--- config.mk ---
export PLATFORM = sky130hd
export DESIGN_NAME = forwarder_mc_flat
export DESIGN_NICKNAME = d
export VERILOG_FILES = /design/src/rtl/forwarder_mc_if.sv /design/src/rtl/forwarder_mc.sv /design/src/flat_wrapper.sv
export SDC_FILE = /design/constraint.sdc
export NUM_CORES = 1
export LEC_CHECK = 0
export BUFFER_PORTS_ARGS = -buffer_cell sky130_fd_sc_hd__buf_2
export CAP_MARGIN = 20
export CORE_UTILIZATION = 35
export DETAILED_ROUTE_END_ITERATION = 16
export PLACE_DENSITY = 0.5
export SLEW_MARGIN = 20
export SYNTH_ARGS = -nofsm -noshare
export SYNTH_HDL_FRONTEND = slang
export SYNTH_SLANG_ARGS = --single-unit
--- constraint.sdc ---
create_clock -name clk -period 6.18 [get_ports clk]
set_input_delay 0.309 -clock clk [delete_from_list [all_inputs] [get_ports clk]]
set_output_delay 0.309 -clock clk [all_outputs]
set_load 0.02 [all_outputs]
--- src/rtl/forwarder_mc_if.sv ---
// Request, broadcast and result signals of the multi-channel forwarder.
// master = producer/consumer side, slave = forwarder side.
interface forwarder_mc_if #(
  parameter int unsigned DEPTH     = 8,
  parameter int unsigned DATA_W    = 32,
  parameter int unsigned TAG_W     = 5,
  parameter int unsigned NUM_BCAST = 2
);
  localparam int unsigned CNT_W = $clog2(DEPTH + 1);

  logic                        in_valid;
  logic                        in_ready;
  logic [TAG_W-1:0]            in_target;
  logic [DATA_W-1:0]           in_val;
  logic [TAG_W-1:0]            in_tag;
  logic [NUM_BCAST-1:0]        bc_valid;
  logic [NUM_BCAST*TAG_W-1:0]  bc_tag;
  logic [NUM_BCAST*DATA_W-1:0] bc_val;
  logic                        out_valid;
  logic                        out_ready;
  logic [TAG_W-1:0]            out_target;
  logic [DATA_W-1:0]           out_result;
  logic [CNT_W-1:0]            count;

  modport master (
    output in_valid, in_target, in_val, in_tag, bc_valid, bc_tag, bc_val, out_ready,
    input  in_ready, out_valid, out_target, out_result, count
  );

  modport slave (
    input  in_valid, in_target, in_val, in_tag, bc_valid, bc_tag, bc_val, out_ready,
    output in_ready, out_valid, out_target, out_result, count
  );
endinterface

--- src/rtl/forwarder_mc.sv ---
// Forwarding buffer: holds tagged requests, captures values from broadcast channels
// (including same-cycle bypass) and issues ready entries oldest-first to an output register.
module forwarder_mc #(
  parameter int unsigned     DEPTH       = 8,
  parameter int unsigned     DATA_W      = 32,
  parameter int unsigned     TAG_W       = 5,
  parameter int unsigned     NUM_BCAST   = 2,
  parameter logic [TAG_W-1:0] TAG_INVALID = {TAG_W{1'b1}}
) (
  input logic           clk,
  input logic           rst,
  input logic           flush,
  forwarder_mc_if.slave bus
);
  localparam int unsigned CNT_W = $clog2(DEPTH + 1);
  localparam int unsigned IDX_W = (DEPTH > 1) ? $clog2(DEPTH) : 1;

  logic [DEPTH-1:0]  ent_v;
  logic [DEPTH-1:0]  ent_rdy;
  logic [TAG_W-1:0]  ent_tgt [DEPTH];
  logic [TAG_W-1:0]  ent_tag [DEPTH];
  logic [DATA_W-1:0] ent_val [DEPTH];
  logic [DEPTH-1:0]  older   [DEPTH];  // older[i][j]: entry i was inserted before entry j
  logic [CNT_W-1:0]  cnt_q;
  logic              out_v_q;
  logic [TAG_W-1:0]  out_tgt_q;
  logic [DATA_W-1:0] out_res_q;

  logic [TAG_W-1:0]  bc_tag_a [NUM_BCAST];
  logic [DATA_W-1:0] bc_val_a [NUM_BCAST];
  logic [NUM_BCAST-1:0] bc_ok;

  logic              ins_acc;
  logic              ins_wr;
  logic [IDX_W-1:0]  ins_idx;
  logic              ins_rdy;
  logic [DATA_W-1:0] ins_v;
  logic [DEPTH-1:0]  wake;
  logic [DATA_W-1:0] wake_val [DEPTH];
  logic [DEPTH-1:0]  elig;
  logic [DEPTH-1:0]  blocked;
  logic [IDX_W-1:0]  iss_idx;
  logic              iss_any;
  logic              load;
  logic              iss;

  // Unpack broadcast channels; an invalid-tag broadcast never matches
  for (genvar k = 0; k < NUM_BCAST; k++) begin : g_bc
    assign bc_tag_a[k] = bus.bc_tag[k*TAG_W +: TAG_W];
    assign bc_val_a[k] = bus.bc_val[k*DATA_W +: DATA_W];
    assign bc_ok[k]    = bus.bc_valid[k] && (bc_tag_a[k] != TAG_INVALID);
  end

  assign bus.in_ready = !rst && (cnt_q < CNT_W'(DEPTH));
  assign ins_acc      = bus.in_valid && bus.in_ready;
  assign ins_wr       = ins_acc && (bus.in_target != TAG_INVALID);

  // Lowest free slot; one always exists whenever in_ready is high
  always_comb begin
    ins_idx = '0;
    for (int i = DEPTH - 1; i >= 0; i--) begin
      if (!ent_v[i]) ins_idx = IDX_W'(i);
    end
  end

  // Readiness of the incoming request, lowest matching channel wins
  always_comb begin
    ins_rdy = (bus.in_tag == TAG_INVALID);
    ins_v   = bus.in_val;
    for (int k = NUM_BCAST - 1; k >= 0; k--) begin
      if (bc_ok[k] && (bc_tag_a[k] == bus.in_tag)) begin
        ins_rdy = 1'b1;
        ins_v   = bc_val_a[k];
      end
    end
  end

  // Wakeup of waiting entries, lowest matching channel wins
  always_comb begin
    wake = '0;
    for (int i = 0; i < DEPTH; i++) begin
      wake_val[i] = '0;
      for (int k = NUM_BCAST - 1; k >= 0; k--) begin
        if (ent_v[i] && !ent_rdy[i] && bc_ok[k] && (bc_tag_a[k] == ent_tag[i])) begin
          wake[i]     = 1'b1;
          wake_val[i] = bc_val_a[k];
        end
      end
    end
  end

  // Oldest eligible entry: eligible with no older eligible entry
  always_comb begin
    elig    = ent_v & ent_rdy;
    blocked = '0;
    iss_idx = '0;
    for (int i = 0; i < DEPTH; i++) begin
      for (int j = 0; j < DEPTH; j++) begin
        if (elig[j] && older[j][i]) blocked[i] = 1'b1;
      end
    end
    for (int i = 0; i < DEPTH; i++) begin
      if (elig[i] && !blocked[i]) iss_idx = IDX_W'(i);
    end
  end

  assign iss_any = |elig;
  assign load    = !out_v_q || bus.out_ready;
  assign iss     = load && iss_any;

  // Control state: occupancy, readiness and output register
  always_ff @(posedge clk) begin
    if (rst || flush) begin
      ent_v     <= '0;
      ent_rdy   <= '0;
      cnt_q     <= '0;
      out_v_q   <= 1'b0;
      out_tgt_q <= TAG_INVALID;
      out_res_q <= '0;
    end else begin
      for (int i = 0; i < DEPTH; i++) begin
        if (wake[i]) ent_rdy[i] <= 1'b1;
      end
      if (iss) ent_v[iss_idx] <= 1'b0;
      if (ins_wr) begin
        ent_v[ins_idx]   <= 1'b1;
        ent_rdy[ins_idx] <= ins_rdy;
      end
      if (load) begin
        out_v_q <= iss_any;
        if (iss_any) begin
          out_tgt_q <= ent_tgt[iss_idx];
          out_res_q <= ent_val[iss_idx];
        end
      end
      cnt_q <= cnt_q + CNT_W'(ins_wr) - CNT_W'(iss);
    end
  end

  // Payload and age state; only meaningful while the entry is valid
  always_ff @(posedge clk) begin
    for (int i = 0; i < DEPTH; i++) begin
      if (wake[i]) ent_val[i] <= wake_val[i];
    end
    if (ins_wr) begin
      ent_tgt[ins_idx] <= bus.in_target;
      ent_tag[ins_idx] <= bus.in_tag;
      ent_val[ins_idx] <= ins_v;
      for (int j = 0; j < DEPTH; j++) begin
        older[j][ins_idx] <= 1'b1;
        older[ins_idx][j] <= 1'b0;
      end
    end
  end

  assign bus.out_valid  = out_v_q;
  assign bus.out_target = out_tgt_q;
  assign bus.out_result = out_res_q;
  assign bus.count      = cnt_q;
endmodule

--- src/flat_wrapper.sv ---
// flat-port wrapper written by rule: the top's interface ports become plain ports
module forwarder_mc_flat 
#(
  parameter int unsigned     DEPTH       = 8,
  parameter int unsigned     DATA_W      = 32,
  parameter int unsigned     TAG_W       = 5,
  parameter int unsigned     NUM_BCAST   = 2,
  parameter logic [TAG_W-1:0] TAG_INVALID = {TAG_W{1'b1}}
)
  (clk, rst, flush, bus_in_valid, bus_in_target, bus_in_val, bus_in_tag, bus_bc_valid, bus_bc_tag, bus_bc_val, bus_out_ready, bus_in_ready, bus_out_valid, bus_out_target, bus_out_result, bus_count);
  forwarder_mc_if #(.DEPTH(DEPTH), .DATA_W(DATA_W), .TAG_W(TAG_W), .NUM_BCAST(NUM_BCAST)) bus_i ();
  input logic clk;
  input logic rst;
  input logic flush;
  input wire logic [$bits(bus_i.in_valid)-1:0] bus_in_valid;
  input wire logic [$bits(bus_i.in_target)-1:0] bus_in_target;
  input wire logic [$bits(bus_i.in_val)-1:0] bus_in_val;
  input wire logic [$bits(bus_i.in_tag)-1:0] bus_in_tag;
  input wire logic [$bits(bus_i.bc_valid)-1:0] bus_bc_valid;
  input wire logic [$bits(bus_i.bc_tag)-1:0] bus_bc_tag;
  input wire logic [$bits(bus_i.bc_val)-1:0] bus_bc_val;
  input wire logic [$bits(bus_i.out_ready)-1:0] bus_out_ready;
  output wire logic [$bits(bus_i.in_ready)-1:0] bus_in_ready;
  output wire logic [$bits(bus_i.out_valid)-1:0] bus_out_valid;
  output wire logic [$bits(bus_i.out_target)-1:0] bus_out_target;
  output wire logic [$bits(bus_i.out_result)-1:0] bus_out_result;
  output wire logic [$bits(bus_i.count)-1:0] bus_count;
  assign bus_i.in_valid = bus_in_valid;
  assign bus_i.in_target = bus_in_target;
  assign bus_i.in_val = bus_in_val;
  assign bus_i.in_tag = bus_in_tag;
  assign bus_i.bc_valid = bus_bc_valid;
  assign bus_i.bc_tag = bus_bc_tag;
  assign bus_i.bc_val = bus_bc_val;
  assign bus_i.out_ready = bus_out_ready;
  assign bus_in_ready = bus_i.in_ready;
  assign bus_out_valid = bus_i.out_valid;
  assign bus_out_target = bus_i.out_target;
  assign bus_out_result = bus_i.out_result;
  assign bus_count = bus_i.count;
  forwarder_mc #(.DEPTH(DEPTH), .DATA_W(DATA_W), .TAG_W(TAG_W), .NUM_BCAST(NUM_BCAST), .TAG_INVALID(TAG_INVALID)) u_core (.clk(clk), .rst(rst), .flush(flush), .bus(bus_i));
endmodule
; ---- After elaboration in Yosys (flattened, before gate mapping)
; Memories as Yosys holds them, arrays and structs flattened. A register that Yosys moved wholly into a read port is not among the register bits.
; Cells that the tools add are included.
[totals]
ff_bits = 21
ram_bits = 400
input_bits = 123
elab_cells = 501
memories = 4
[op_classes]
n_addsub = 2
order_cmp = 5
eq_ne = 29
n_mux = 151
n_bitwise = 172
reduce_logical = 134
[mem_list]
columns = name, depth, width, rd, rd_ports_with_merged_regs, write_ports, line_no
row1 = u_core.ent_val, 8, 32, 1, 1, 9, forwarder_mc.sv:22  ; logic [DATA_W-1:0] ent_val [DEPTH];
row2 = u_core.older, 8, 8, 8, 0, 9, forwarder_mc.sv:23  ; logic [DEPTH-1:0] older [DEPTH];
row3 = u_core.ent_tag, 8, 5, 8, 0, 1, forwarder_mc.sv:21  ; logic [TAG_W-1:0] ent_tag [DEPTH];
row4 = u_core.ent_tgt, 8, 5, 1, 1, 1, forwarder_mc.sv:20  ; logic [TAG_W-1:0] ent_tgt [DEPTH];
[ops]
columns = cell, n
row1 = 2-to-1 mux 32 bit, 18
row2 = logical AND 1 bit, 113
row3 = 2-to-1 mux 1 bit, 111
row4 = == test 5 bit, 18
row5 = AND 1 bit, 63
row6 = inverter 1 bit, 56
row7 = AND 1 bit (second input constant), 49
row8 = 2-to-1 mux 8 bit, 5
row9 = 2-to-1 mux 3 bit, 12
row10 = == test 3 bit (first input constant), 7
row11 = logical NOT 1 bit, 17
row12 = AND 8 bit, 2
row13 = != test 5 bit (second input constant), 3
row14 = bitwise mux 8 bit, 1
row15 = less-than comparator 3 x 4 -> 1 bit (second input constant), 2
row16 = inverter 8 bit, 1
row17 = bitwise OR 8 bit, 1
row18 = OR reduction 8 bit, 1
row19 = demux 1 bit (select 3 bit), 2
row20 = greater-or-equal comparator 3 x 1 -> 1 bit (second input constant), 2
row21 = == test 5 bit (second input constant), 1
row22 = adder 4 x 1 -> 4 bit, 1
row23 = less-than comparator 4 bit (second input constant), 1
row24 = 2-to-1 mux 2 bit, 2
row25 = other kinds (3), 4

; ---- Longest topological paths before layout
; Gate-level depths: netlist (run 1).
[logic_depth]
word_depth = 29
ltp_mapped = 13
mapped_depth_nobuf = 11

; ---- Worst setup path after synthesis (run 1)
; Ideal clock, no wire load.
[synth_timing]
path_type = reg-to-reg
from = register u_core.cnt_q[3], in the netlist u_core.bus.count[3]
to = memory u_core.ent_val[7][0] (enable)
setup_time_ps = 389
arrival_ps = 2904
required_ps = 5791
slack_ps = 2887
stages_incl_launch_ff = 7
n_path_buf = 1
cell_sequence = dfxtp_1 > nor2_1 > o211ai_1 > a2111oi_0 > nand2_1 > clkbuf_1 > nand2_1
[synth_lines]
columns = item, line_no
row1 = "start, declared", forwarder_mc.sv:24  ; logic [CNT_W-1:0] cnt_q;
row2 = "start signal, assigned", forwarder_mc.sv:136  ; cnt_q <= cnt_q + CNT_W'(ins_wr) - CNT_W'(iss);
row3 = "end, declared", forwarder_mc.sv:22

==> impl_metrics.py, run 1 <==
metrics = {
    "outcome": {
        "status": "finished, final reports clean",
    },
    "sta": {
        "finalSetupViolations": 0,
        "tightestPinTransition_ns": 1.13,
        "fmax_mhz": 238,
        "drv_slew": 0,
        "fin_tns_setup_ns": 0,
        "layout_min_cycle_time_ns": 4.21,
        "slew_headroom_pct": 24.4,
        "skew_ns": 0.0250,
        "hold_viol_final": 0,
        "worst_slack_ns": 1.97,
        "rsz0062_at_grt": "false",
        "period_share_pct": 68.1,
    },
    "floorplanning": {
        "die_h_um": 257,
        "start_util_pct": 35.4,
        "row_count": 93,
        "io_pins": 166,
        "core_region_area_um2": 64500,
        "die_area_um2": 66200,
        "die_x_um": 257,
    },
    "min_path": {
        "hold_class": "primary input to flop",
        "holdPathStages": 1,
    },
    "route": {
        "dr.pass1.iters": 6,
        "wl_um": 82000,
        "drtIter0Drc": 1623,
        "drc": 0,
        "final_antenna_net_count": 0,
        "wire_per_inst_um": 27.3,
        "dr_total_vias": 18029,
        "post_drt_via_cell_ratio": 6.01,
    },
    "yosys": {
        "syn_inst": 2066,
        "synth_cell_types": 56,
        "yosys_warnings": 0,
        "synth-async-reset-ratio_pct": 0,
        "synth_ff_type": "edfxtp_1",
        "avgSynthCellArea_um2": 11.0,
        "yosys.area.top_type_share_pct": 44.6,
        "synth_edf_count": 339,
        "synth.area.top_cells": "edfxtp_1 45%, mux2i_1 10%, dfxtp_1 9.7%, a22oi_1 4.7%, o21ai_0 4.1%",
        "synth_top_cell_by_area": "edfxtp_1",
        "ys_ff_latch": 450,
        "yosysSeqAreaShare_pct": 54.4,
        "syn-cell-area_um2": 22800,
        "syn_nets": 2194,
    },
    "grt": {
        "met2_usage_pct": 40.4,
        "grt_pass1_vias": 17975,
        "antenna_found_initial": 5,
        "grt_max_degree": 115,
        "busiest_layer": "met2",
        "grt-ovfl-total": 0,
        "gr-usage-met3_pct": 3.99,
        "track_usage_pct": 24.4,
        "use_met1_pct": 32.5,
        "grt_pass1_wl_um": 121000,
    },
    "pwr": {
        "peakVddDrop_uv": 178,
        "power_mw": 6.66,
        "p_leak_nw": 8.30,
        "power.density_nw_per_um2": 255,
    },
    "finish": {
        "layout_common_cells": "339 x edfxtp_1, 238 x mux2i_1, 184 x o21ai_0, 165 x buf_2, 142 x a22oi_1",
        "utilization_pct": 40.5,
        "final_nets": 2231,
        "final_layout_size_suffix_gt1_share_pct": 15.6,
        "diodes": 0,
        "area_growth_pct": 14.4,
        "final_common_cell": "edfxtp_1",
    },
    "critical_path": {
        "path_class": "flop to flop",
        "worstPathArrival_ns": 4.42,
        "r2r_cells": 7,
        "path_max_fanout": 32,
        "worstSetupStartpointType": "flop",
        "end_kind": "flop",
        "worstPathRequired_ns": 6.40,
    },
    "clocking": {
        "clk_pin_slew_worst_paths_ns": 0.06,
        "cts_setup_buffers": 0,
        "cts.sinks": 450,
        "clock-root-buffer": "clkbuf_16",
        "clk_latency_ns": 0.61,
        "cts-buffers-inserted": 52,
        "holdBufCountCts": 4,
        "cts_resized": 0,
        "htree_levels": 2,
        "clockBufferDepth": 3,
        "cts_tree": "yes",
    },
    "place": {
        "hpwl_um": 48400,
        "place.gp.congestion": 0.885,
        "dp_slack_ns": 2.03,
        "port_buffers": 165,
    },
    "run": {
        "maxCapViolCount": 0,
    },
}
==> power breakdown <==
part / switching [mW] / total (mW) / internal (mW)
clock network: 1.27 / 3.04 / 1.77
registers: 0.0177 / 3.27 / 3.26
logic: 0.238 / 0.342 / 0.104
total: 1.53 / 6.66 / 5.13
==> logic make-up (layout without fill, tap and decap cells) <==
family	Yosys count	after routing	share of synthesized area [%]
DFF	450	450	54.4
buffers and inverters	249	329	4.57
xor gates and xnor gates	93	93	3.57
AOI/OAI and AO/OA	649	649	18.4
muxes	238	238	10.4
adders and majority gates	5	5	0.307
and+or+nand+nor	382	382	8.32
==> routing by layer <==
metal	wire, um	part of all wire [%]
met3	5760	7.0
met1	34900	43
met4	2070	2.5
met5	52	0.063
met2	39200	48
==> area by class of cell <==
cell class                 count  area (um2)
clock inverter                18         149
multi-input combinational   1367        9600
tap                          855        1070
timing repair buffer         213        1290
sequential                   450       12400
clock buffer                  79        1510
inverter                      19        71.3
fill                        6209       38400
==> metrics by stage <==
step / std cells / instance area (um2) / hold slack [ns]
final: 3001 / 26100 / 0.0249
after global routing: 3001 / 26100 / 0.0175
after CTS: 3000 / 26100 / 0.00149
after detailed placement: 2899 / 24400 / 0.433
after global placement: 2895 / 24300 / 0.431
after floorplan: 2066 / 22800 / 0.408
==> flip-flops by register name, indices dropped and copies added, names as in the netlist, named ones only <==
signal and cells:
u_core.ent_rdy 8, u_core.ent_tgt 40, u_core.bus.out_valid 1, u_core.bus.out_target 5, u_core.bus.out_result 32, u_core.ent_v 8
u_core.older 53, u_core.bus.count 4, u_core.ent_val 256, u_core.ent_tag 40
==> critical path, stage by stage, from the launching register on <==
cell,delay [ns]
dfxtp_1,0.62
nand2_1,0.20
a41oi_1,0.29
nand3_1,0.14
a2111oi_0,0.82
nand2_2,0.57
buf_4,0.43
nand2_2,0.72
==> synthesized netlist by cell type (8+ instances only) <==
library cell	instances
mux2i_1	238
dfxtp_1	111
nor3_1	13
nand4_1	23
o221a_1	32
nand3_1	46
buf_6	8
edfxtp_1	339
o22ai_1	119
a22oi_1	142
xor2_1	30
nor2_1	86
inv_1	15
nor2b_1	22
clkbuf_1	184
nor4_1	26
o21ai_0	185
xnor2_1	63
buf_1	8
or3_1	40
o21ai_1	38
buf_2	23
nand2_1	94
a21oi_1	65
nand2b_1	8
a221oi_1	36
==> path summary, 6_finish.rpt <==
check / startpoint / endpoint / slack [ns]
worst max-delay path: u_core.ent_v[0] / u_core.ent_val[6][30] / 1.97
worst min-delay path: bus_in_target[2] / u_core.ent_tgt[7][2] / 0.02
worst max register to register: u_core.ent_v[0] / u_core.ent_val[6][30] / 1.97
worst min register to register: u_core.older[2][5] / u_core.older[2][5] / 0.45
No activity file was read; power rests on OpenSTA's default activity.
==> inputs of run 2 (changes only) <==
--- a/config.mk
+++ b/config.mk
@@ -5,6 +5,7 @@
 export SDC_FILE = /design/constraint.sdc
 export NUM_CORES = 1
 export LEC_CHECK = 0
+export ABC_AREA = 1
 export BUFFER_PORTS_ARGS = -buffer_cell sky130_fd_sc_hd__buf_2
 export CAP_MARGIN = 20
 export CORE_UTILIZATION = 35
==> constraint.sdc (replaced) <==
create_clock -name clk -period 4 [get_ports clk]
set_input_delay 0.2 -clock clk [delete_from_list [all_inputs] [get_ports clk]]
set_output_delay 0.2 -clock clk [all_outputs]
set_load 0.02 [all_outputs]
==> run 2 against run 1 <==
Compared with the run above:
- largest power group unchanged
- first-iteration DRC count grew 65%
- flip-flop and latch count is the same
- register-to-register slack lost 1.1 ns
- via count grew 33%
- sequential share of layout area shrank 4.9 points
- clock skew shrank 0.0028 ns
- largest cell class unchanged
- final cell count grew 39%
- non-clock buffer count grew 63
- total power grew 58%
==> impl_metrics.py, run 2 <==
metrics = {
    "grt": {
        "grt-ovfl-total": 0,
        "grt_pass1_wl_um": 155000,
        "grt_pass1_vias": 23097,
        "antenna_found_initial": 6,
        "track_usage_pct": 28.8,
        "grt_max_degree": 66,
    },
    "clocking": {
        "clock-root-buffer": "clkbuf_16",
        "clk_pin_slew_worst_paths_ns": 0.06,
        "cts.sinks": 450,
        "cts_resized": 0,
        "cts_setup_buffers": 0,
        "clk_latency_ns": 0.61,
        "cts_tree": "yes",
        "cts-buffers-inserted": 53,
        "clockBufferDepth": 3,
        "htree_levels": 2,
    },
    "finish": {
        "largestRegisters": "u_core.ent_val: 256 flops, u_core.older: 53 flops",
        "final_nets": 3298,
        "fin_cells": 4162,
        "largest_reg_flops": 256,
        "layout_common_cells": "512 x o21ai_0, 511 x nand2_1, 381 x inv_1, 339 x edfxtp_1, 226 x nand3_1",
        "area_growth_pct": 15.4,
        "fill_cells": 7240,
        "regMostFlops": "u_core.ent_val",
        "final_layout_size_suffix_gt1_share_pct": 13.7,
        "diodes": 0,
        "final_common_cell": "o21ai_0",
    },
    "route": {
        "dr_total_vias": 23891,
        "dr.pass1.iters": 8,
        "wire_per_inst_um": 25.9,
        "post_drt_via_cell_ratio": 5.74,
        "drc": 0,
        "wl_um": 108000,
        "drtIter0Drc": 2677,
        "final_antenna_net_count": 0,
    },
    "place": {
        "hpwl_um": 65600,
        "port_buffers": 165,
        "place.gp.congestion": 0.897,
        "dp.cells": 4040,
    },
    "critical_path": {
        "end_kind": "flop",
        "worstSetupStartpointType": "primary input",
        "worstPathArrival_ns": 3.65,
        "path_max_fanout": 29,
        "r2r_cells": 11,
        "worstPathRequired_ns": 4.45,
        "path_class": "primary input to flop",
    },
    "sta": {
        "hold_viol_final": 0,
        "layout_min_cycle_time_ns": 3.20,
        "finalSetupViolations": 0,
        "rsz0062_at_grt": "false",
        "skew_ns": 0.0221,
        "period_share_pct": 80.1,
        "tightestPinTransition_ns": 1.14,
        "fin_tns_setup_ns": 0,
        "fmax_mhz": 312,
        "drv_slew": 0,
        "slew_headroom_pct": 24.1,
    },
    "floorplanning": {
        "core_region_area_um2": 71400,
        "die_area_um2": 73200,
        "die_h_um": 270,
        "start_util_pct": 35.4,
        "die_x_um": 270,
        "row_count": 98,
        "io_pins": 166,
    },
    "min_path": {
        "hold_class": "primary input to flop",
        "holdPathStages": 3,
    },
    "yosys": {
        "synth-async-reset-ratio_pct": 0,
        "syn_nets": 3170,
        "syn_inst": 3042,
        "synth_top_cell_by_area": "edfxtp_1",
        "avgSynthCellArea_um2": 8.29,
        "ys_ff_latch": 450,
        "synth.area.top_cells": "edfxtp_1 40%, o21ai_0 10%, dfxtp_1 8.8%, nand2_1 7.7%, inv_1 5.7%",
        "synth_cell_types": 52,
        "synth_edf_count": 339,
        "synth_ff_type": "edfxtp_1",
        "yosys.area.top_type_share_pct": 40.3,
        "ys_top_cells_by_count": "516 x nand2_1, 513 x o21ai_0, 384 x inv_1",
        "synth_most_common_cell": "nand2_1",
        "yosys_warnings": 0,
        "syn-cell-area_um2": 25200,
        "yosysSeqAreaShare_pct": 49.2,
    },
    "run": {
        "maxCapViolCount": 0,
    },
    "pwr": {
        "power.density_nw_per_um2": 361,
        "p_leak_nw": 12.3,
        "power_mw": 10.5,
        "peakVddDrop_uv": 365,
    },
    "outcome": {
        "status": "finished, final reports clean",
    },
}
run 2: repair_timing:
item,CTS,global route
hold buffers,25,0
setup endpoints to repair,0,0
endpoints found under the hold margin,89,0
run 2: metal layers:
| metal | vias to the layer above | global-route usage (%) | wire (um) |
|---|---|---|---|
| met4 | 12 | 11.3 | 4440 |
| met1 | 11515 | 38.9 | 44200 |
| met2 | 1414 | 45.4 | 48100 |
| met3 | 279 | 5.49 | 11200 |
| met5 | - | 0 | 84 |
| li1 | 10671 | - | - |
run 2: final cells by class:
type / count / area [um2] / area share [%]
Timing Repair Buffer: 276 / 1910 / 6.56
Tap cell: 950 / 1190 / 4.08
Sequential cell: 450 / 12400 / 42.6
Inverter: 398 / 1490 / 5.13
Clock buffer: 81 / 1530 / 5.27
Multi-Input combinational cell: 1991 / 10400 / 35.8
Clock inverter: 16 / 158 / 0.542
run 2: stage by stage:
step	setup slack, ns	util, %	area (um2)	hold slack, ns
after floorplan	1.17	-	25200	0.299
after detailed placement	0.748	38.1	27200	0.433
after global routing	0.561	40.8	29100	0.0238
after global placement	0.770	38.1	27200	0.422
after CTS	0.821	40.8	29100	0.00496
final	0.797	40.8	29100	0.0290
run 2: power by group:
part / leakage, nW / internal, mW / switching, mW
registers: 4.19 / 5.04 / 0.0239
clock network: 0.817 / 2.82 / 2.02
logic: 7.33 / 0.175 / 0.431
total: 12.3 / 8.04 / 2.48
run 2: worst paths after layout:
| check | from | endpoint | slack (ns) |
|---|---|---|---|
| setup / recovery | bus_in_target[0] | u_core.ent_rdy[0] | 0.80 |
| hold / removal | bus_bc_val[63] | u_core.ent_val[2][31] | 0.03 |
| setup reg to reg | u_core.ent_v[6] | u_core.ent_rdy[0] | 0.88 |
| hold reg to reg | u_core.older[2][2] | u_core.older[2][2] | 0.44 |
run 2: worst max-delay path: stages:
cell and delay [ns]:
dlygate4sd3_1 0.52, buf_2 0.21, nand2_1 0.07, inv_1 0.05, nand4_1 0.12, nand3_1 0.26
clkinv_1 0.35, nand2_2 0.23, buf_4 0.37, nand3_2 0.57, buf_12 0.42, o21ai_0 0.19
a21oi_1 0.05
run 2: kinds of logic (layout without fill, tap and decap cells):
logic type | after synthesis | after routing | share of synthesized area (%)
flops | 450 | 450 | 49.2
buf+inv | 601 | 771 | 10.0
fa+ha+maj | 5 | 5 | 0.278
compound gates | 862 | 862 | 19.7
xor+xnor | 67 | 67 | 2.33
simple gates | 1057 | 1057 | 18.5
